<file path="config.mk">
export PLATFORM = sky130hd
export DESIGN_NAME = dram_read_engine_flat
export DESIGN_NICKNAME = d
export VERILOG_FILES = /design/src/rtl/dram_read_engine_pkg.sv /design/src/rtl/dram_read_engine_if.sv /design/src/rtl/dram_read_engine_burst_calc.sv /design/src/rtl/dram_read_engine.sv /design/src/flat_wrapper.sv
export SDC_FILE = /design/constraint.sdc
export NUM_CORES = 1
export LEC_CHECK = 0
export ABC_AREA = 1
export CAP_MARGIN = 20
export CORE_MARGIN = 5
export CORE_UTILIZATION = 55
export CTS_CLUSTER_SIZE = 25
export DETAILED_ROUTE_END_ITERATION = 8
export PLACE_DENSITY = 0.92
export SLEW_MARGIN = 40
export SYNTH_ARGS = -nofsm -noshare
export SYNTH_HDL_FRONTEND = slang
export SYNTH_SLANG_ARGS = --single-unit
</file>
<file path="constraint.sdc">
create_clock -name CLK -period 6.95 [get_ports CLK]
set_input_delay 1.7375 -clock CLK [delete_from_list [all_inputs] [get_ports CLK]]
set_output_delay 1.7375 -clock CLK [all_outputs]
set_load 0.005 [all_outputs]
</file>
<file path="src/rtl/dram_read_engine_pkg.sv">
// Shared types and constants for the DRAM read engine: FSM states, fixed AXI encodings and
// the 4 KB page helper used by the burst splitter.
package dram_read_engine_pkg;

  typedef enum logic [1:0] {StIdle, StCalc, StAddr, StData} state_e;

  localparam logic [2:0]  AxiSize4B    = 3'b010;
  localparam logic [1:0]  AxiBurstIncr = 2'b01;
  localparam int unsigned PageBytes    = 4096;

  // Words left before the next 4 KB boundary (1..1024) for a word-aligned page offset.
  function automatic logic [10:0] words_to_page(input logic [11:0] page_off);
    logic [12:0] bytes_left;
    bytes_left = 13'(PageBytes) - {1'b0, page_off};
    return bytes_left[12:2];
  endfunction

endpackage

</file>
<file path="src/rtl/dram_read_engine_if.sv">
// Request (kick/busy/buffer) and AXI4 read-channel bundle for the DRAM read engine.
// The slave modport is the engine's view; master is the requester plus AXI slave environment.
interface dram_read_engine_if;

  logic        kick;
  logic        busy;
  logic [31:0] read_num;
  logic [31:0] read_addr;
  logic [31:0] buf_dout;
  logic        buf_we;

  logic [31:0] m_araddr;
  logic [7:0]  m_arlen;
  logic        m_arvalid;
  logic        m_arready;
  logic [2:0]  m_arsize;
  logic [1:0]  m_arburst;
  logic [3:0]  m_arid;

  logic [31:0] m_rdata;
  logic [1:0]  m_rresp;
  logic        m_rlast;
  logic        m_rvalid;
  logic        m_rready;

  modport slave (
    input  kick, read_num, read_addr, m_arready, m_rdata, m_rresp, m_rlast, m_rvalid,
    output busy, buf_dout, buf_we, m_araddr, m_arlen, m_arvalid, m_arsize, m_arburst, m_arid,
           m_rready
  );

  modport master (
    output kick, read_num, read_addr, m_arready, m_rdata, m_rresp, m_rlast, m_rvalid,
    input  busy, buf_dout, buf_we, m_araddr, m_arlen, m_arvalid, m_arsize, m_arburst, m_arid,
           m_rready
  );

endinterface

</file>
<file path="src/rtl/dram_read_engine_burst_calc.sv">
// Combinational burst sizing: beats = min(rem, MAX_BURST, words left in the current 4 KB page).
module dram_read_engine_burst_calc
  import dram_read_engine_pkg::*;
#(
  parameter int unsigned MAX_BURST = 64
) (
  input  logic [31:0] rem,
  input  logic [11:0] page_off,
  output logic [8:0]  beats
);

  localparam logic [31:0] MaxBurst = 32'(MAX_BURST);

  logic [10:0] page_words;
  logic [8:0]  rem_clip;

  always_comb begin
    page_words = words_to_page(page_off);
    rem_clip   = (rem > MaxBurst) ? 9'(MAX_BURST) : rem[8:0];
    beats      = (page_words < {2'b00, rem_clip}) ? page_words[8:0] : rem_clip;
  end

endmodule

</file>
<file path="src/rtl/dram_read_engine.sv">
// DRAM read engine: accepts a kick request, splits it into AXI4 INCR read bursts and streams the
// returned words to buf_dout/buf_we. Define DRAM_READ_RESP_CHECK_EN for err_sticky/err_cnt ports.
module dram_read_engine
  import dram_read_engine_pkg::*;
#(
  parameter int unsigned MAX_BURST = 64,
  parameter logic [3:0]  AXI_ID    = 4'h0
) (
  input  logic                 CLK,
  input  logic                 RST,
  dram_read_engine_if.slave    bus
`ifdef DRAM_READ_RESP_CHECK_EN
  ,
  output logic                 err_sticky,
  output logic [15:0]          err_cnt
`endif
);

  state_e      state_q, state_d;
  logic [31:0] addr_q, rem_q, araddr_q;
  logic [8:0]  beats_q, beat_cnt_q, beats;
  logic [7:0]  arlen_q;
  logic        r_hs, last_beat;

  dram_read_engine_burst_calc #(
    .MAX_BURST (MAX_BURST)
  ) u_burst_calc (
    .rem      (rem_q),
    .page_off (addr_q[11:0]),
    .beats    (beats)
  );

  assign r_hs      = bus.m_rvalid && (state_q == StData);
  // Burst end comes from the local beat count; RLAST never steers the FSM.
  assign last_beat = (beat_cnt_q == beats_q - 9'd1);

  always_ff @(posedge CLK) begin
    if (RST) state_q <= StIdle;
    else     state_q <= state_d;
  end

  always_comb begin
    state_d = state_q;
    unique case (state_q)
      StIdle: if (bus.kick) state_d = StCalc;
      StCalc: state_d = (beats == 9'd0) ? StIdle : StAddr;
      StAddr: if (bus.m_arready) state_d = StData;
      StData: if (r_hs && last_beat) state_d = StCalc;
      default: state_d = StIdle;
    endcase
  end

  always_ff @(posedge CLK) begin
    if (RST) begin
      addr_q     <= '0;
      rem_q      <= '0;
      beats_q    <= '0;
      beat_cnt_q <= '0;
      araddr_q   <= '0;
      arlen_q    <= '0;
    end else begin
      unique case (state_q)
        StIdle: if (bus.kick) begin
          addr_q <= {bus.read_addr[31:2], 2'b00};
          rem_q  <= bus.read_num;
        end
        StCalc: if (beats != 9'd0) begin
          beats_q    <= beats;
          beat_cnt_q <= '0;
          araddr_q   <= addr_q;
          arlen_q    <= 8'(beats - 9'd1);
        end
        StAddr: ;
        StData: if (r_hs) begin
          if (last_beat) begin
            addr_q <= addr_q + {21'd0, beats_q, 2'b00};
            rem_q  <= rem_q - {23'd0, beats_q};
          end else begin
            beat_cnt_q <= beat_cnt_q + 9'd1;
          end
        end
        default: ;
      endcase
    end
  end

  always_comb begin
    bus.busy      = (state_q != StIdle);
    bus.m_arvalid = (state_q == StAddr);
    bus.m_rready  = (state_q == StData);
    bus.m_araddr  = araddr_q;
    bus.m_arlen   = arlen_q;
    bus.m_arsize  = AxiSize4B;
    bus.m_arburst = AxiBurstIncr;
    bus.m_arid    = AXI_ID;
    bus.buf_we    = r_hs;
    bus.buf_dout  = bus.m_rdata;
  end

`ifdef DRAM_READ_RESP_CHECK_EN
  logic beat_err;
  assign beat_err = r_hs && ((bus.m_rresp != 2'b00) || (bus.m_rlast != last_beat));

  always_ff @(posedge CLK) begin
    if (RST) begin
      err_sticky <= 1'b0;
      err_cnt    <= '0;
    end else begin
      if (state_q == StIdle && bus.kick) err_sticky <= 1'b0;
      else if (beat_err)                 err_sticky <= 1'b1;
      if (beat_err && err_cnt != 16'hFFFF) err_cnt <= err_cnt + 16'd1;
    end
  end
`else
  logic unused_resp;
  assign unused_resp = ^{bus.m_rresp, bus.m_rlast};
`endif

endmodule

</file>
<file path="src/flat_wrapper.sv">
// flat-port wrapper written by rule: the top's interface ports become plain ports
module dram_read_engine_flat import dram_read_engine_pkg::*;
#(
  parameter int unsigned MAX_BURST = 64,
  parameter logic [3:0]  AXI_ID    = 4'h0
)
  (CLK, RST, bus_kick, bus_read_num, bus_read_addr, bus_m_arready, bus_m_rdata, bus_m_rresp, bus_m_rlast, bus_m_rvalid, bus_busy, bus_buf_dout, bus_buf_we, bus_m_araddr, bus_m_arlen, bus_m_arvalid, bus_m_arsize, bus_m_arburst, bus_m_arid, bus_m_rready);
  dram_read_engine_if bus_i ();
  input  logic CLK;
  input  logic RST;
  input wire logic [$bits(bus_i.kick)-1:0] bus_kick;
  input wire logic [$bits(bus_i.read_num)-1:0] bus_read_num;
  input wire logic [$bits(bus_i.read_addr)-1:0] bus_read_addr;
  input wire logic [$bits(bus_i.m_arready)-1:0] bus_m_arready;
  input wire logic [$bits(bus_i.m_rdata)-1:0] bus_m_rdata;
  input wire logic [$bits(bus_i.m_rresp)-1:0] bus_m_rresp;
  input wire logic [$bits(bus_i.m_rlast)-1:0] bus_m_rlast;
  input wire logic [$bits(bus_i.m_rvalid)-1:0] bus_m_rvalid;
  output wire logic [$bits(bus_i.busy)-1:0] bus_busy;
  output wire logic [$bits(bus_i.buf_dout)-1:0] bus_buf_dout;
  output wire logic [$bits(bus_i.buf_we)-1:0] bus_buf_we;
  output wire logic [$bits(bus_i.m_araddr)-1:0] bus_m_araddr;
  output wire logic [$bits(bus_i.m_arlen)-1:0] bus_m_arlen;
  output wire logic [$bits(bus_i.m_arvalid)-1:0] bus_m_arvalid;
  output wire logic [$bits(bus_i.m_arsize)-1:0] bus_m_arsize;
  output wire logic [$bits(bus_i.m_arburst)-1:0] bus_m_arburst;
  output wire logic [$bits(bus_i.m_arid)-1:0] bus_m_arid;
  output wire logic [$bits(bus_i.m_rready)-1:0] bus_m_rready;
  assign bus_i.kick = bus_kick;
  assign bus_i.read_num = bus_read_num;
  assign bus_i.read_addr = bus_read_addr;
  assign bus_i.m_arready = bus_m_arready;
  assign bus_i.m_rdata = bus_m_rdata;
  assign bus_i.m_rresp = bus_m_rresp;
  assign bus_i.m_rlast = bus_m_rlast;
  assign bus_i.m_rvalid = bus_m_rvalid;
  assign bus_busy = bus_i.busy;
  assign bus_buf_dout = bus_i.buf_dout;
  assign bus_buf_we = bus_i.buf_we;
  assign bus_m_araddr = bus_i.m_araddr;
  assign bus_m_arlen = bus_i.m_arlen;
  assign bus_m_arvalid = bus_i.m_arvalid;
  assign bus_m_arsize = bus_i.m_arsize;
  assign bus_m_arburst = bus_i.m_arburst;
  assign bus_m_arid = bus_i.m_arid;
  assign bus_m_rready = bus_i.m_rready;
  dram_read_engine #(.MAX_BURST(MAX_BURST), .AXI_ID(AXI_ID)) u_core (.CLK(CLK), .RST(RST), .bus(bus_i));
endmodule
</file>
## Word level (Yosys, flattened, before mapping)

Index checks and enable logic that the tools add are counted.

| cells by class | value |
|---|---|
| equality and inequality tests | 11 |
| $lt $le $gt $ge | 2 |
| reduce and logical (&&, ||, !) cells | 12 |
| multiplexer cells | 19 |
| add/sub/neg operators | 6 |

Operator list:

| kind | number |
|---|---|
| $mux W32 | 6 |
| $pmux W32 S2 | 2 |
| $mux W9 | 5 |
| $add A32 B11 Y32 | 1 |
| $gt A32 B7 Y1 const B | 1 |
| $sub A32 B9 Y32 | 1 |
| $pmux W9 S2 | 1 |
| $sub A13 B12 Y13 const A | 1 |
| $lt A11 B9 Y1 | 1 |
| $add A9 B1 Y9 const B | 1 |
| $eq A9 B9 Y1 | 1 |
| $logic_not A9 Y1 | 1 |
| $reduce_bool A9 Y1 | 1 |
| $sub A9 B1 Y9 const B | 1 |
| $mux W2 | 4 |
| $ne A2 B1 Y1 const B | 4 |
| $pmux W2 S4 | 1 |
| $reduce_and A4 Y1 | 2 |
| $sub A8 B1 Y8 const B | 1 |
| $ne A2 B2 Y1 const B | 3 |
| $reduce_bool A2 Y1 | 3 |
| $eq A2 B2 Y1 const B | 2 |
| $reduce_and A3 Y1 | 1 |
| $eq A2 B1 Y1 const B | 1 |
| 3 further kinds | 4 |

| word-level totals | value |
|---|---|
| input bits | 104 |
| register bits | 124 |
| output and inout bits | 85 |
| word-level logic and storage cells | 57 |

## Longest topological paths before layout

Gate-level depths: netlist (run 1).

| logic depth | value |
|---|---|
| depth in word-level cells | 7 |
| depth in mapped cells | 29 |
| depth with buffers taken out | 28 |

## Cells and area by module

From an unflattened synthesis (run 1), not the netlist that was laid out.

| second synthesis, totals | value |
|---|---|
| cell total of the unflattened synthesis | 1549 |
| area, all modules | 9211.3 um^2 |

Modules (own cells, without submodules):

| module | times used | sequential area each (um^2) | area an instance (um^2) | cells an instance |
|---|---|---|---|---|
| dram_read_engine | 1 | 2402.3 | 8390.5 | 1396 |
| dram_read_engine_burst_calc | 1 | 0.0 | 820.8 | 153 |

## Worst setup path before layout (run 1)

Ideal clock, no wire load.

| timing path | value |
|---|---|
| path type | input to output |
| start | input bus_m_rvalid |
| end | output bus_buf_we |
| data arrival time | 1850 ps |
| setup slack | 3362 ps |
| cell stages on the path | 2 |
| cell sequence | nand2_1 inv_1 |

| on the way | value |
|---|---|
| word-level cells in the longest chain between the ends | 1 |

Ends and longest elaborated chain:

| element | line | source |
|---|---|---|
| from (decl) | flat_wrapper.sv:18 | `input wire logic [$bits(bus_i.m_rvalid)-1:0] bus_m_rvalid;` |
| $logic_and A1 B1 Y1 | dram_read_engine.sv:33 | `assign r_hs = bus.m_rvalid && (state_q == StData);` |
| to (decl) | flat_wrapper.sv:21 | `output wire logic [$bits(bus_i.buf_we)-1:0] bus_buf_we;` |

Every way passes these cells.

## Worst setup path after layout (run 1)

| timing path | value |
|---|---|
| start | register u_core.rem_q[22] |
| end | register u_core.arlen_q[0], in the netlist u_core.bus.m_arlen[0] |

| on the way | value |
|---|---|
| word-level cells in the longest chain between the ends | 6 |

Ends and longest elaborated chain:

| element | line | source |
|---|---|---|
| from (decl) | dram_read_engine.sv:20 | `logic [31:0] addr_q, rem_q, araddr_q;` |
| from (signal assigned) | dram_read_engine.sv:65 | `rem_q <= bus.read_num;` |
| from (signal assigned) | dram_read_engine.sv:77 | `rem_q <= rem_q - {23'd0, beats_q};` |
| $gt A32 B7 Y1 * | dram_read_engine_burst_calc.sv:19 | `rem_clip = (rem > MaxBurst) ? 9'(MAX_BURST) : rem[8:0];` |
| $mux W9 * | dram_read_engine_burst_calc.sv:19 |  |
| $lt A11 B9 Y1 | dram_read_engine_burst_calc.sv:20 | `beats = (page_words < {2'b00, rem_clip}) ? page_words[8:0] : rem_clip;` |
| $mux W9 * | dram_read_engine_burst_calc.sv:20 |  |
| parallel branches: the longest is 2 deep, another holds $sub A8 B1 Y8 | -- |  |
| to (signal assigned) | dram_read_engine.sv:71 | `arlen_q <= 8'(beats - 9'd1);` |
| to (decl) | dram_read_engine.sv:22 | `logic [7:0] arlen_q;` |

Mark *: on every way between the ends.
A chain may end at the register's enable or synchronous reset.

==> run metrics, run 1 <==
WP buf/inv 4; Starting Density between 50% and 60%; Final Critical Period roughly 4600 ps; Hold WS roughly 480 ps; CP Launch Type register; Worst R2R Setup Slack roughly 2300 ps; Critical Path End Type register; ys flop type dfxtp_1; routed via count around 8300; Max VDD drop 0.000507 V; Post-synth EDFFs 0; area share of the largest cell type after synthesis slightly below 30%; routed vias/inst between 5 and 6; H-tree depth 4; crit-path leading delay family simple AND/OR/NAND/NOR gates; GPL Wtd Cong about 0.93; cts hold-fix bufs 0; Die H between 100 and 150 um; met3 global-route usage under 10%; first-pass GRT wire length 35900 um; share of layout cells above drive strength 1 under 10%; WL/cell 14.7 um; Power Dens Cells 538 nW/um^2; die width ~130 um; largest net degree at the start of global routing between 80 and 90; Gates resized, CTS repair 0; max cap viols 0; area of the multi-input gates a little under 5000 um^2; async set or reset register ratio after synthesis 0%; crit-path max cell delay 530 ps; Clock Latency Late Sink about 420 ps; DRC viols 0; Core ar. roughly 15000 um^2; period utilisation layout between 60% and 70%; Commonest cells post-synth nand2_1 (231), nor2_1 (203), dfxtp_1 (120); critical path fanouts, max just under 50; FILL cells approximately 1200; gr ovfl total 0; Post-DRT Antenna Nets 0; RSZ-0062 raised after global routing no; Final #Nets around 1400; GR peak layer met2; Slew Viols, Final 0; Yosys cell types between 40 and 50; static leakage ~4 nW; Slowest cell on crit path inv_4; # setup viols final 0; Sum Neg Setup Slack 0 ps; first drt pass iteration count 6; Num CTS Buffers 17; Area growth, synth to finish 17.6%; Synth Cell Area approximately 8200 um^2; # Post-CTS Setup Buffers 0; required time of the critical path slightly above 7000 ps; num ports between 150 and 200; max_slew headroom between 40 and 50%; Mapped Cells 1232; Slew @ Worst Pin around 800 ps; Crit path top cell by count nand2_1; most frequent cell after synthesis nand2_1; diodes inserted 0; Area contributors post-synth dfxtp_1 (29%), nand2_1 (11%), nor2_1 (9.3%), o21ai_0 (6.4%), a21oi_1 (5.9%); GRT Total Usage 24.4%; total wire length 21800 um; vias in the first global route ~7600; Register Area approximately 2400 um^2; GR Util met1 between 30% and 40%; Rows 44; Iter 0 DRT Violations 824; CP Data Arrival Time 4950 ps; Die Area 17400 um^2; Avg Synthesized Cell Area around 6.7 um^2; met2 Resource Use GR roughly 40%; DPL Wire Length about 15000 um; Setup CP Type reg -> reg; Final Hold Viols 0; yosys warns 0; clock buffer depth 2; PortBufs about 110; CTS root buf clkbuf_16; antenna violations before repair 0; area leader, netlist dfxtp_1; status finished, final reports clean; f_max between 200 and 250 MHz; CTS sink cnt 120; sequential area share after synthesis between 20% and 30%; synthesized flop and latch total 120; Hold Path Class reg -> reg; Clk pin slew, worst setup/hold paths about 60 ps; Setup Skew around 8 ps; CTS tree yes
-- cells in the final DEF (no fill, tap or decap), types with 6 or more instances in the layout --
cell,netlist,layout
nand2_1,231,231
nor2_1,203,203
dfxtp_1,120,120
clkdlybuf4s50_1,0,107
o21ai_0,105,105
a21oi_1,96,96
inv_1,92,91
nand3_1,51,51
xor2_1,39,39
ha_1,37,36
xnor2_1,26,26
o211ai_1,17,17
nor3_1,17,17
clkbuf_16,0,17
nor2_2,15,15
nand2_2,13,13
conb_1,2,13
nand4_1,9,9
a31oi_1,8,8
nor4_1,7,7
a211oi_1,6,6
-- final timing paths --
kind / cells past startpoint / to / from
worst max-delay path: 25 / u_core.bus.m_arlen[0] / u_core.rem_q[22]
worst min-delay path: 2 / u_core.bus.m_araddr[28] / u_core.bus.m_araddr[28]
worst max register to register: 25 / u_core.bus.m_arlen[0] / u_core.rem_q[22]
worst min register to register: 2 / u_core.bus.m_araddr[28] / u_core.bus.m_araddr[28]
-- layer usage --
layer | vias to the layer above | part of all wire, %
met4 | 0 | 3.3
met3 | 76 | 9.0
li1 | 4070 | -
met2 | 394 | 47
met5 | - | 0
met1 | 3727 | 41
-- stage by stage --
stage / instances / cell area [um^2] / power (mW) / util [%] / setup slack [ps]
finish: 1478 / 9630 / 5.18 / 66.0 / 2310
global route: 1478 / 9630 / 5.65 / 66.0 / 2010
CTS: 1478 / 9630 / 5.16 / 66.0 / 2340
detailed placement: 1446 / 9050 / 4.26 / 62.1 / 2340
global placement: 1445 / 9030 / 4.16 / 61.9 / 2340
floorplan: 1243 / 8240 / 3.49 / - / 3360
-- power breakdown --
part / internal, mW / total (mW) / switching (mW)
combinational: 1.19 / 3.03 / 1.83
sequential: 0.971 / 1.29 / 0.314
clock: 0.530 / 0.870 / 0.340
-- layout make-up --
cell class | count | area share (%)
multi-input cells | 933 | 51.2
flip-flops and latches | 120 | 24.9
repair buffers | 112 | 11.6
clock buffers | 18 | 4.45
inverters | 97 | 3.82
well taps | 184 | 2.39
clock inverters | 14 | 1.55
-- worst reg2reg max path, cell delays in order (launching register included) --
cell      delay (ps)
dfxtp_1          340
nor2_1           160
inv_1            100
nor4_1           370
nand2_1          100
nor4_1           490
ha_1             370
nand2_1           70
o21ai_0           90
nor2_1            90
o211ai_1         100
inv_2            170
nand2_8           90
o21ai_0          100
o21ai_0          200
ha_1             250
nand2_1           60
inv_1             40
nand2_1           90
nor2_4            50
nand2_2           70
nand2_4          250
inv_4            560
nand2_1          180
nand2_1           90
nor2_1            50
-- cells by family after synthesis --
group | synth area share, %
AO/OA/AOI/OAI | 16.4
XOR/XNOR | 6.95
adder cells (fa/ha/maj) | 6.14
buffers and inverters | 11.1
flip-flops | 29.3
other | 0.0916
AND/OR/NAND/NOR | 30.0
-- registers in the layout, indices dropped and copies added, names as in the netlist --
register / count
u_core.beat_cnt_q: 9
u_core.bus.m_araddr: 30
u_core.state_q: 2
u_core.bus.m_arlen: 8
u_core.addr_q: 30
u_core.rem_q: 32
u_core.beats_q: 9
(Power assumes the default switching activity.)
==> run 2, diff against run 1 <==
CORE_UTILIZATION = 46   (was 55)
PLACE_DENSITY = 0.82   (was 0.92)
clock period = 3.7 ns   (was 6.95 ns; I/O delays follow)
==> run 2 against run 1 <==
Sequential power up 86%. Critical path depth up 3. Clock power up 100%. Core utilization down 6.1 points. Critical endpoint is now u_core.bus.m_araddr[8]. Hold slack about the same. Largest cell class unchanged. Global-route usage down 2.8 points. Combinational power up 130%. Power up 110%. Die area up 18%. Sequential share of layout area down 1.8 points. Largest power group unchanged. Via count up 1.9%. Count of clock-buffer cells in the layout unchanged.
==> run metrics, run 2 (synthesized netlist as in run 1, its figures left out) <==
Iter 0 DRT Violations 773 (was 824); total wire length 23700 um (was 21800 um); P_int 5.81 mW (was 2.69 mW); H-tree depth 4 (unchanged); period utilisation layout 97.5% (was 66.8%); DPL Wire Length 16100 um (was 15000 um); most frequent cells in the layout nand2_1 (225), nor2_1 (177), dfxtp_1 (111) (was nand2_1 (231), nor2_1 (203), dfxtp_1 (120)); Slew @ Worst Pin 830 ps (was 823 ps); clock buffer depth 2 (unchanged); Die H 143 um (was 132 um); Critical Path End Type register (unchanged); DRC viols 0 (unchanged); Final Critical Period 3610 ps (was 4640 ps); Register Area 2420 um^2 (was 2400 um^2); diodes inserted 0 (unchanged); post-place setup slack -7.57 ps (was 2340 ps); Setup Skew 8.62 ps (was 7.92 ps); GRT Total Usage 21.6% (was 24.4%); Clock power frac 15.9% (was 16.8%); Reg with most FFs u_core.rem_q (unchanged); combinational power share 62.3% (was 58.4%); max cap viols 0 (unchanged); Clock Latency Late Sink 430 ps (was 420 ps); CP Data Arrival Time 3920 ps (was 4950 ps); Placed Area 9420 um^2 (was 9050 um^2); Max VDD drop 0.000618 V (was 0.000507 V); num ports 189 (unchanged); largest net degree at the start of global routing 81 (was 82); Hold Path Class reg -> reg (unchanged); Sequential Power Share 21.8% (was 24.8%); Starting Density 47.1% (was 56.2%); Post-DRT Antenna Nets 0 (unchanged); critical path fanouts, max 8 (was 49); Die Area 20600 um^2 (was 17400 um^2); commonest non-fill, non-tap cell in the layout nand2_1 (unchanged); WL/cell 15.1 um (was 14.7 um); final instance area 10400 um^2 (was 9630 um^2); Clk pin slew, worst setup/hold paths 60 ps (about the same); CP Launch Type register (unchanged); Sum Neg Setup Slack 0 ps (unchanged); CTS tree yes (unchanged); cts hold-fix bufs 0 (unchanged); Slowest cell on crit path dfxtp_1 (was inv_4); Area growth, synth to finish 27.5% (was 17.6%); Psw 5.18 mW (was 2.49 mW); crit-path max cell delay 330 ps (was 530 ps); routed vias/inst 5.37 (was 5.59); first-pass GRT wire length 36400 um (was 35900 um); Hold WS 478 ps (about the same); required time of the critical path 4010 ps (was 7260 ps); max_slew headroom 44.6% (was 45.1%); final worst slack 94.1 ps (was 2310 ps); f_max 277 MHz (was 215 MHz); Final Hold Viols 0 (unchanged); Power Dens Cells 1050 nW/um^2 (was 538 nW/um^2); Setup CP Type reg -> reg (unchanged); Slew Viols, Final 0 (unchanged); status finished, final reports clean (unchanged); Largest register FFs 32 (unchanged); Rows 48 (was 44); CTS root buf clkbuf_16 (unchanged); FILL cells 1539 (was 1204); first drt pass iteration count 6 (unchanged); static leakage 4.33 nW (was 3.98 nW); CTS sink cnt 120 (unchanged); GPL Wtd Cong 0.931 (was 0.926); antenna violations before repair 0 (unchanged); Core ar. 17400 um^2 (was 14600 um^2); routed via count 8425 (was 8267); die width 143 um (was 132 um); # setup viols final 0 (unchanged); gr ovfl total 0 (unchanged); share of layout cells above drive strength 1 14.3% (was 6.72%); area of the multi-input gates 5170 um^2 (was 4940 um^2); Final #Nets 1473 (was 1424); Num CTS Buffers 17 (unchanged); PortBufs 108 (unchanged); Sw Ratio 47.1% (was 48.0%); vias in the first global route 7611 (was 7617)
## run 2: through the flow
| step | power [mW] | util [%] | instances |
|---|---|---|---|
| final | 11.0 | 60.0 | 1568 |
| after global routing | 11.9 | 60.0 | 1568 |
| after detailed placement | 8.44 | 54.1 | 1524 |
| after floorplan | 6.56 | - | 1243 |
| after CTS | 10.3 | 57.7 | 1556 |
| after global placement | 8.27 | 54.1 | 1524 |
## run 2: path summary, 6_finish.rpt
kind | start | end | slack (ps) | cells after the start
max | u_core.rem_q[23] | u_core.bus.m_araddr[8] | 90 | 28
min | u_core.bus.m_araddr[6] | u_core.bus.m_araddr[6] | 480 | 2
max reg2reg | u_core.rem_q[23] | u_core.bus.m_araddr[8] | 90 | 28
min reg2reg | u_core.bus.m_araddr[6] | u_core.bus.m_araddr[6] | 480 | 2
## run 2: critical path, delay by kind of cell (launching register included)
| family | cells | cell delay (ps) |
|---|---|---|
| DFF | 1 | 330 |
| buffers and inverters | 6 | 620 |
| and+or+nand+nor | 15 | 1440 |
| adders and majority gates | 2 | 480 |
| AOI/OAI and AO/OA | 5 | 610 |
## run 2: layout make-up
| type | instances | share of cell area, % |
|---|---|---|
| clock buffers | 18 | 4.11 |
| clock inverters | 14 | 1.82 |
| inverters | 97 | 3.63 |
| multi-input cells | 933 | 49.4 |
| flip-flops and latches | 120 | 23.1 |
| well taps | 225 | 2.69 |
| repair buffers | 160 | 15.1 |
| repair inverters | 1 | 0.0838 |
## run 2: power by group through the flow
stage	clock network [mW]	registers (mW)	logic, mW
global placement	0	2.32	5.95
global route	1.84	2.46	7.57
detailed placement	0	2.34	6.10
floorplan	0	2.27	4.29
finish	1.75	2.40	6.84
CTS	1.76	2.32	6.17
## run 2: routing by layer
| layer | up-vias | GRT usage (%) | part of all wire [%] |
|---|---|---|---|
| met5 | - | 0 | 0 |
| met4 | 0 | 6.64 | 2.2 |
| met3 | 56 | 3.83 | 8.1 |
| met2 | 367 | 36.4 | 48 |
| met1 | 3836 | 28.2 | 42 |
| li1 | 4166 | - | - |
## run 2: what timing repair did
action	4_1_cts	5_1_grt
resized for setup	2	77
pin swaps	0	19
gates cloned	0	5
setup buffers	0	7
setup endpoints to repair	17	57
